$ cat src/rtl/uart_rx.sv
// 8N1 UART receiver: 2-FF synchronised line, mid-bit sampling, one-cycle byte strobe.
// Detects false starts, flags a low stop bit once, then waits for the line to recover.
module uart_rx #(
  parameter  int CLKS_PER_BIT = 104,
  localparam int CNT_W        = $clog2(CLKS_PER_BIT)
) (
  input  logic       clk,
  input  logic       rst,
  input  logic       din,
  output logic [7:0] data_out,
  output logic       valid,
  output logic       frame_err,
  output logic       busy
);

  localparam logic [CNT_W-1:0] HALF = CNT_W'(CLKS_PER_BIT/2 - 1);
  localparam logic [CNT_W-1:0] LAST = CNT_W'(CLKS_PER_BIT - 1);

  typedef enum logic [2:0] {IDLE, START, DATA, STOP, WAIT_HIGH} state_t;

  state_t           state, state_nx;
  logic [1:0]       sync;
  logic             din_s;
  logic [CNT_W-1:0] cnt, cnt_nx;
  logic [2:0]       idx, idx_nx;
  logic [7:0]       shift, shift_nx, data_nx;
  logic             valid_nx, ferr_nx;

  assign din_s = sync[1];
  assign busy  = (state != IDLE);

  always_ff @(posedge clk) begin
    if (rst) begin
      sync      <= 2'b11;
      state     <= IDLE;
      cnt       <= '0;
      idx       <= '0;
      shift     <= '0;
      data_out  <= '0;
      valid     <= 1'b0;
      frame_err <= 1'b0;
    end else begin
      sync      <= {sync[0], din};
      state     <= state_nx;
      cnt       <= cnt_nx;
      idx       <= idx_nx;
      shift     <= shift_nx;
      data_out  <= data_nx;
      valid     <= valid_nx;
      frame_err <= ferr_nx;
    end
  end

  // START samples half a bit in, so every later full-bit step lands mid-bit;
  // STOP exits at stop-bit midpoint to leave half a bit to catch the next start.
  always_comb begin
    state_nx = state;
    cnt_nx   = cnt + 1'b1;
    idx_nx   = idx;
    shift_nx = shift;
    data_nx  = data_out;
    valid_nx = 1'b0;
    ferr_nx  = 1'b0;
    case (state)
      IDLE: begin
        cnt_nx = '0;
        if (!din_s) state_nx = START;
      end
      START: if (cnt == HALF) begin
        cnt_nx   = '0;
        idx_nx   = '0;
        state_nx = din_s ? IDLE : DATA;
      end
      DATA: if (cnt == LAST) begin
        cnt_nx   = '0;
        shift_nx = {din_s, shift[7:1]};
        idx_nx   = idx + 1'b1;
        if (idx == 3'd7) state_nx = STOP;
      end
      STOP: if (cnt == LAST) begin
        cnt_nx = '0;
        if (din_s) begin
          data_nx  = shift;
          valid_nx = 1'b1;
          state_nx = IDLE;
        end else begin
          ferr_nx  = 1'b1;
          state_nx = WAIT_HIGH;
        end
      end
      WAIT_HIGH: begin
        cnt_nx = '0;
        if (din_s) state_nx = IDLE;
      end
      default: state_nx = IDLE;
    endcase
  end

endmodule

$ cat config.mk
export PLATFORM = sky130hd
export DESIGN_NAME = uart_rx
export DESIGN_NICKNAME = d
export VERILOG_FILES = /design/src/rtl/uart_rx.sv
export SDC_FILE = /design/constraint.sdc
export NUM_CORES = 1
export LEC_CHECK = 0
export CORE_ASPECT_RATIO = 1.4
export CORE_UTILIZATION = 54
export DETAILED_ROUTE_END_ITERATION = 16
export GPL_TIMING_DRIVEN = 0
export PLACE_DENSITY_LB_ADDON = 0.25
export SLEW_MARGIN = 20
export SYNTH_ARGS = -nofsm -noshare
export SYNTH_HDL_FRONTEND = slang
export SYNTH_SLANG_ARGS = --single-unit
$ cat constraint.sdc
create_clock -name clk -period 2.2 [get_ports clk]
set_input_delay 0.44 -clock clk [delete_from_list [all_inputs] [get_ports clk]]
set_output_delay 0.44 -clock clk [all_outputs]
set_load 0.02 [all_outputs]
# Word-level counts from Yosys, hierarchy flattened
# Index checks and enable logic that the tools add are counted.
[word_totals] in_bits=3 register_bits=33 out_inout_bits=11 elab_cells=52
[classes] eq_ne=13 muxes=17 n_reduce_logical=10 bitwise_logic=2 n_addsub=2
[ops] cell="3-bit two-way mux" count=9
[ops] cell="7-bit one-hot mux with 3 select lines" count=1
[ops] cell="3-bit one-hot mux with 5 select lines" count=1
[ops] cell="7-bit two-way mux" count=2
[ops] cell="2-bit != test (second input constant)" count=6
[ops] cell="7-bit by 1-bit adder with 7-bit output (second input constant)" count=1
[ops] cell="7-bit by 6-bit == test with 1-bit output (second input constant)" count=1
[ops] cell="7-bit == test (second input constant)" count=1
[ops] cell="3-bit by 2-bit == test with 1-bit output (second input constant)" count=2
[ops] cell="3-bit == test (second input constant)" count=2
[ops] cell="3-bit one-hot mux with 2 select lines" count=1
[ops] cell="3-bit AND reduction" count=2
[ops] cell="6-bit AND reduction" count=1
[ops] cell="2-bit OR reduction" count=2
[ops] cell="3-bit by 1-bit adder with 3-bit output (second input constant)" count=1
[ops] cell="3-bit by 1-bit == test with 1-bit output (second input constant)" count=1
[ops] cell="3-bit zero test" count=1
[ops] cell="3-bit nonzero test" count=1
[ops] cell="3-bit OR reduction" count=1
[ops] cell="1-bit two-way mux" count=2
[ops] cell="2-bit two-way mux" count=1
[ops] cell="1-bit inverter" count=2
[ops] cell="2-bit AND reduction" count=1
[ops] cell="2-bit nonzero test" count=1

# Depth between registers and ports, before layout
[logic_depth] word_depth=4 mapped_depth=6 mapped_depth_nobuf=5

# Worst setup path after synthesis
# Ideal clock, no wire load.
[synth_timing] kind="reg-to-reg" from="reg cnt[0]" to="reg shift[7]" setup_ns=0.128 slack_ns=0.530 arrival_ns=1.542 required_ns=2.072 synth_period_minus_slack_ns=1.670 n_path_buf=1 path_stages_with_launch=7 path_cell_list="dfxtp_1 > ha_1 > nand4b_4 > or4_4 > buf_6 > mux2i_1 > nor2_1"
[synth_via] elab_chain_len=2
[synth_rtl] element="start: declaration" line="24" source="logic [CNT_W-1:0] cnt, cnt_nx;"
[synth_rtl] element="start signal: assignment" line="45" source="cnt <= cnt_nx;"
[synth_rtl] element="7-bit == test" line="74" source="DATA: if (cnt == LAST) begin"
[synth_rtl] element="2-bit AND reduction (no line)"
[synth_rtl] element="end signal: assignment" line="47" source="shift <= shift_nx;"
[synth_rtl] element="end: declaration" line="26" source="logic [7:0] shift, shift_nx, data_nx;"
# Every way passes these cells.
# A chain may end at the register's enable or synchronous reset.

# Worst setup path after layout
[layout_timing] from="reg state[0]" to="out busy"
[layout_via] elab_chain_len=1
[layout_rtl] element="start: declaration" line="21" source="state_t state, state_nx;"
[layout_rtl] element="start signal: assignment" line="44" source="state <= state_nx;"
[layout_rtl] element="3-bit nonzero test" line="30" source="assign busy = (state != IDLE);"
[layout_rtl] element="end: declaration" line="13" source="output logic busy"
# Every way passes these cells.

==> impl_metrics.toml <==
[yosys]
synthTopCellsByArea = "dfxtp_1 (48%), mux2i_1 (12%), nor2_1 (5.1%)"
synthXorXnorAreaFrac = 0.0315
synth_cells = 132
synth_top_cell_by_area = "dfxtp_1"
synth-compound-area-share = 0.0595
synthesis.area_um2 = 1390
synth_top_area_share = 0.476
synth_top_family_by_area = "simple AND/OR/NAND/NOR gates"
synth-seq-cells = 33
yosys.area_share.simple = 0.247
synth_warnings = 0
postSynthAreaPerCell_um2 = 10.5
muxShareOfSynthArea = 0.115
yosysSeqAreaShare = 0.476
synth_nets = 139
yosys.area_share.adder = 0.0360
synth_cell_types = 35

[placed_design]
dpl.hpwl_mm = 1.77
post-place-cells = 179
portBuffers = 13
place_congestion = 0.763

[floorplan]
initial_utilization = 0.575
ios = 14
die_area_um2 = 2780
num_rows = 21
design.core.area_um2 = 2420
die-width_um = 44.9
fp.dieH_um = 62.0

[grt]
grt_pass1_wl_mm = 3.74
grt_util_all_layers = 0.194
first_global_vias = 853
grt_max_degree = 11
gr-total-overflow = 0
antenna_found_initial = 0

[clock_tree]
clockBufferDepth = 2
htree_levels = 2
clock_latency_ps = 330
post-cts-setup-buffers = 0
hold_buffers = 0
cts-root-buf = "clkbuf_4"
cts_buffers = 5
cts.clk_slew.worst_paths_ps = 90
ctsResizeCount = 0
tritoncts = "yes"
cts.sinks = 33

[timing]
fin_crit_sh = 0.976
max_freq_mhz = 466
drv_slew = 0
maxSlewHeadroom = 0.631
hold_violations = 0
rsz0062_at_grt = "false"
setup_viol = 0
finClkSkew_ps = 6.14
final.setup.tns_ps = 0
period_minus_slack_ps = 2150
worstMarginPinSlew_ps = 553

[layout]
nets = 159
diodes = 0
nFillCells = 217
layout-drive-gt1-share = 0.145
stdcell_count = 186
syn_to_final_growth_pct = 16.4

[setup_path]
cp_max_fo = 9
end_kind = "primary output"
path_class = "reg2out"
reg2regPathDepth = 6
cp-start-kind = "register"
critPathRequiredTime_ps = 1760
arrival_ps = 1710

[routing]
wl_mm = 2.33
drtPass1Iterations = 4
via_per_inst = 5.34
wire_per_inst_um = 12.5
drtAntennaViolNets = 0
drt-initial-drc-count = 20
vias = 994
drc_errors = 0

[power]
p_leak_nw = 0.670
power.density_nw_per_um2 = 597
vdd_drop_max_mv = 0.522

[status]
status = "finished, final reports clean"

[hold_path]
min_path_type = "reg2reg"
holdPathStages = 1

[job]
cap_violations = 0
==> power by group <==
| part | leakage [nW] | switching (mW) | total [mW] | internal (mW) |
|---|---|---|---|---|
| combinational | 0.372 | 0.0175 | 0.0316 | 0.0141 |
| sequential | 0.266 | 0.00235 | 0.602 | 0.600 |
| clock | 0.0314 | 0.181 | 0.332 | 0.151 |
==> sequential cells by signal, summed over array words and instances, names as in the netlist <==
register   count
sync           2
cnt            7
valid          1
frame_err      1
data_out       8
shift          8
idx            3
state          3
==> kinds of logic after synthesis <==
kind of cell / count (synthesis)
and+or+nand+nor: 57
DFF: 33
muxes: 16
AOI/OAI and AO/OA: 9
buffers and inverters: 8
xor gates and xnor gates: 5
adders and majority gates: 4
==> critical path: stages, from the launching register on <==
cell and delay, ps:
dfxtp_1 310, clkbuf_4 160, or3_1 360, clkdlybuf4s50_1 550
==> final timing paths <==
path / slack [ps] / end / from
worst min-delay path: 420 / sync[1] / sync[0]
worst min register to register: 420 / sync[1] / sync[0]
worst max-delay path: 50 / busy / state[0]
worst max register to register: 380 / shift[3] / cnt[0]
==> final cells by class <==
type	instances	area, um2	share of cell area
sequential	33	661	0.409
tap	34	42.5	0.0263
inverter	2	7.51	0.00464
timing repair buffer	13	130	0.0805
multi-input combinational	91	679	0.420
clock buffer	7	55.1	0.0341
buffer	6	41.3	0.0255
==> layer usage <==
layer	GRT usage	routed length, um
met1	0.195	958
met2	0.349	1220
met3	0.0780	118
met4	0.0909	33
met5	0	0
==> synthesized netlist by cell type (all sizes together) <==
| cell type | instances |
|---|---|
| or4 | 1 |
| or2 | 3 |
| nand4bb | 1 |
| nand3 | 2 |
| a311oi | 1 |
| mux2i | 16 |
| nand3b | 2 |
| xnor2 | 3 |
| a21oi | 2 |
| nand2 | 3 |
| buf | 2 |
| and3 | 1 |
| nor3b | 1 |
| o32ai | 2 |
| nor4 | 1 |
| clkbuf | 4 |
| nand4b | 2 |
| inv | 2 |
| or2b | 2 |
| nand2b | 3 |
| xor2 | 2 |
| dfxtp | 33 |
| nor3 | 12 |
| ha | 4 |
| o21ai | 2 |
| a2111oi | 1 |
| a2bb2oi | 1 |
| and4b | 1 |
| and3b | 1 |
| nor2 | 19 |
| or3 | 2 |
==> stage by stage <==
step	power (mW)	cell area, um2	worst slack (ps)	util	hold slack, ps
2_1_floorplan	0.637	1390	530	-	389
3_3_place_gp	0.647	1560	433	0.646	395
3_5_place_dp	0.648	1560	372	0.646	399
4_1_cts	0.975	1620	56.6	0.669	424
5_1_grt	1.00	1620	3.00	0.669	429
6_report	0.966	1620	52.6	0.669	418
==> placed cells by master, fill, tap and decap left out, drive strengths merged, types with 3 or more instances in the layout <==
cell and count:
nand2b 3, mux2i 16, ha 4, xnor2 3, or2 3, nand2 3
nor3 12, clkdlybuf4s50 13, nor2 19, dfxtp 33, clkbuf 11
No activity file was read; power rests on OpenSTA's default activity.
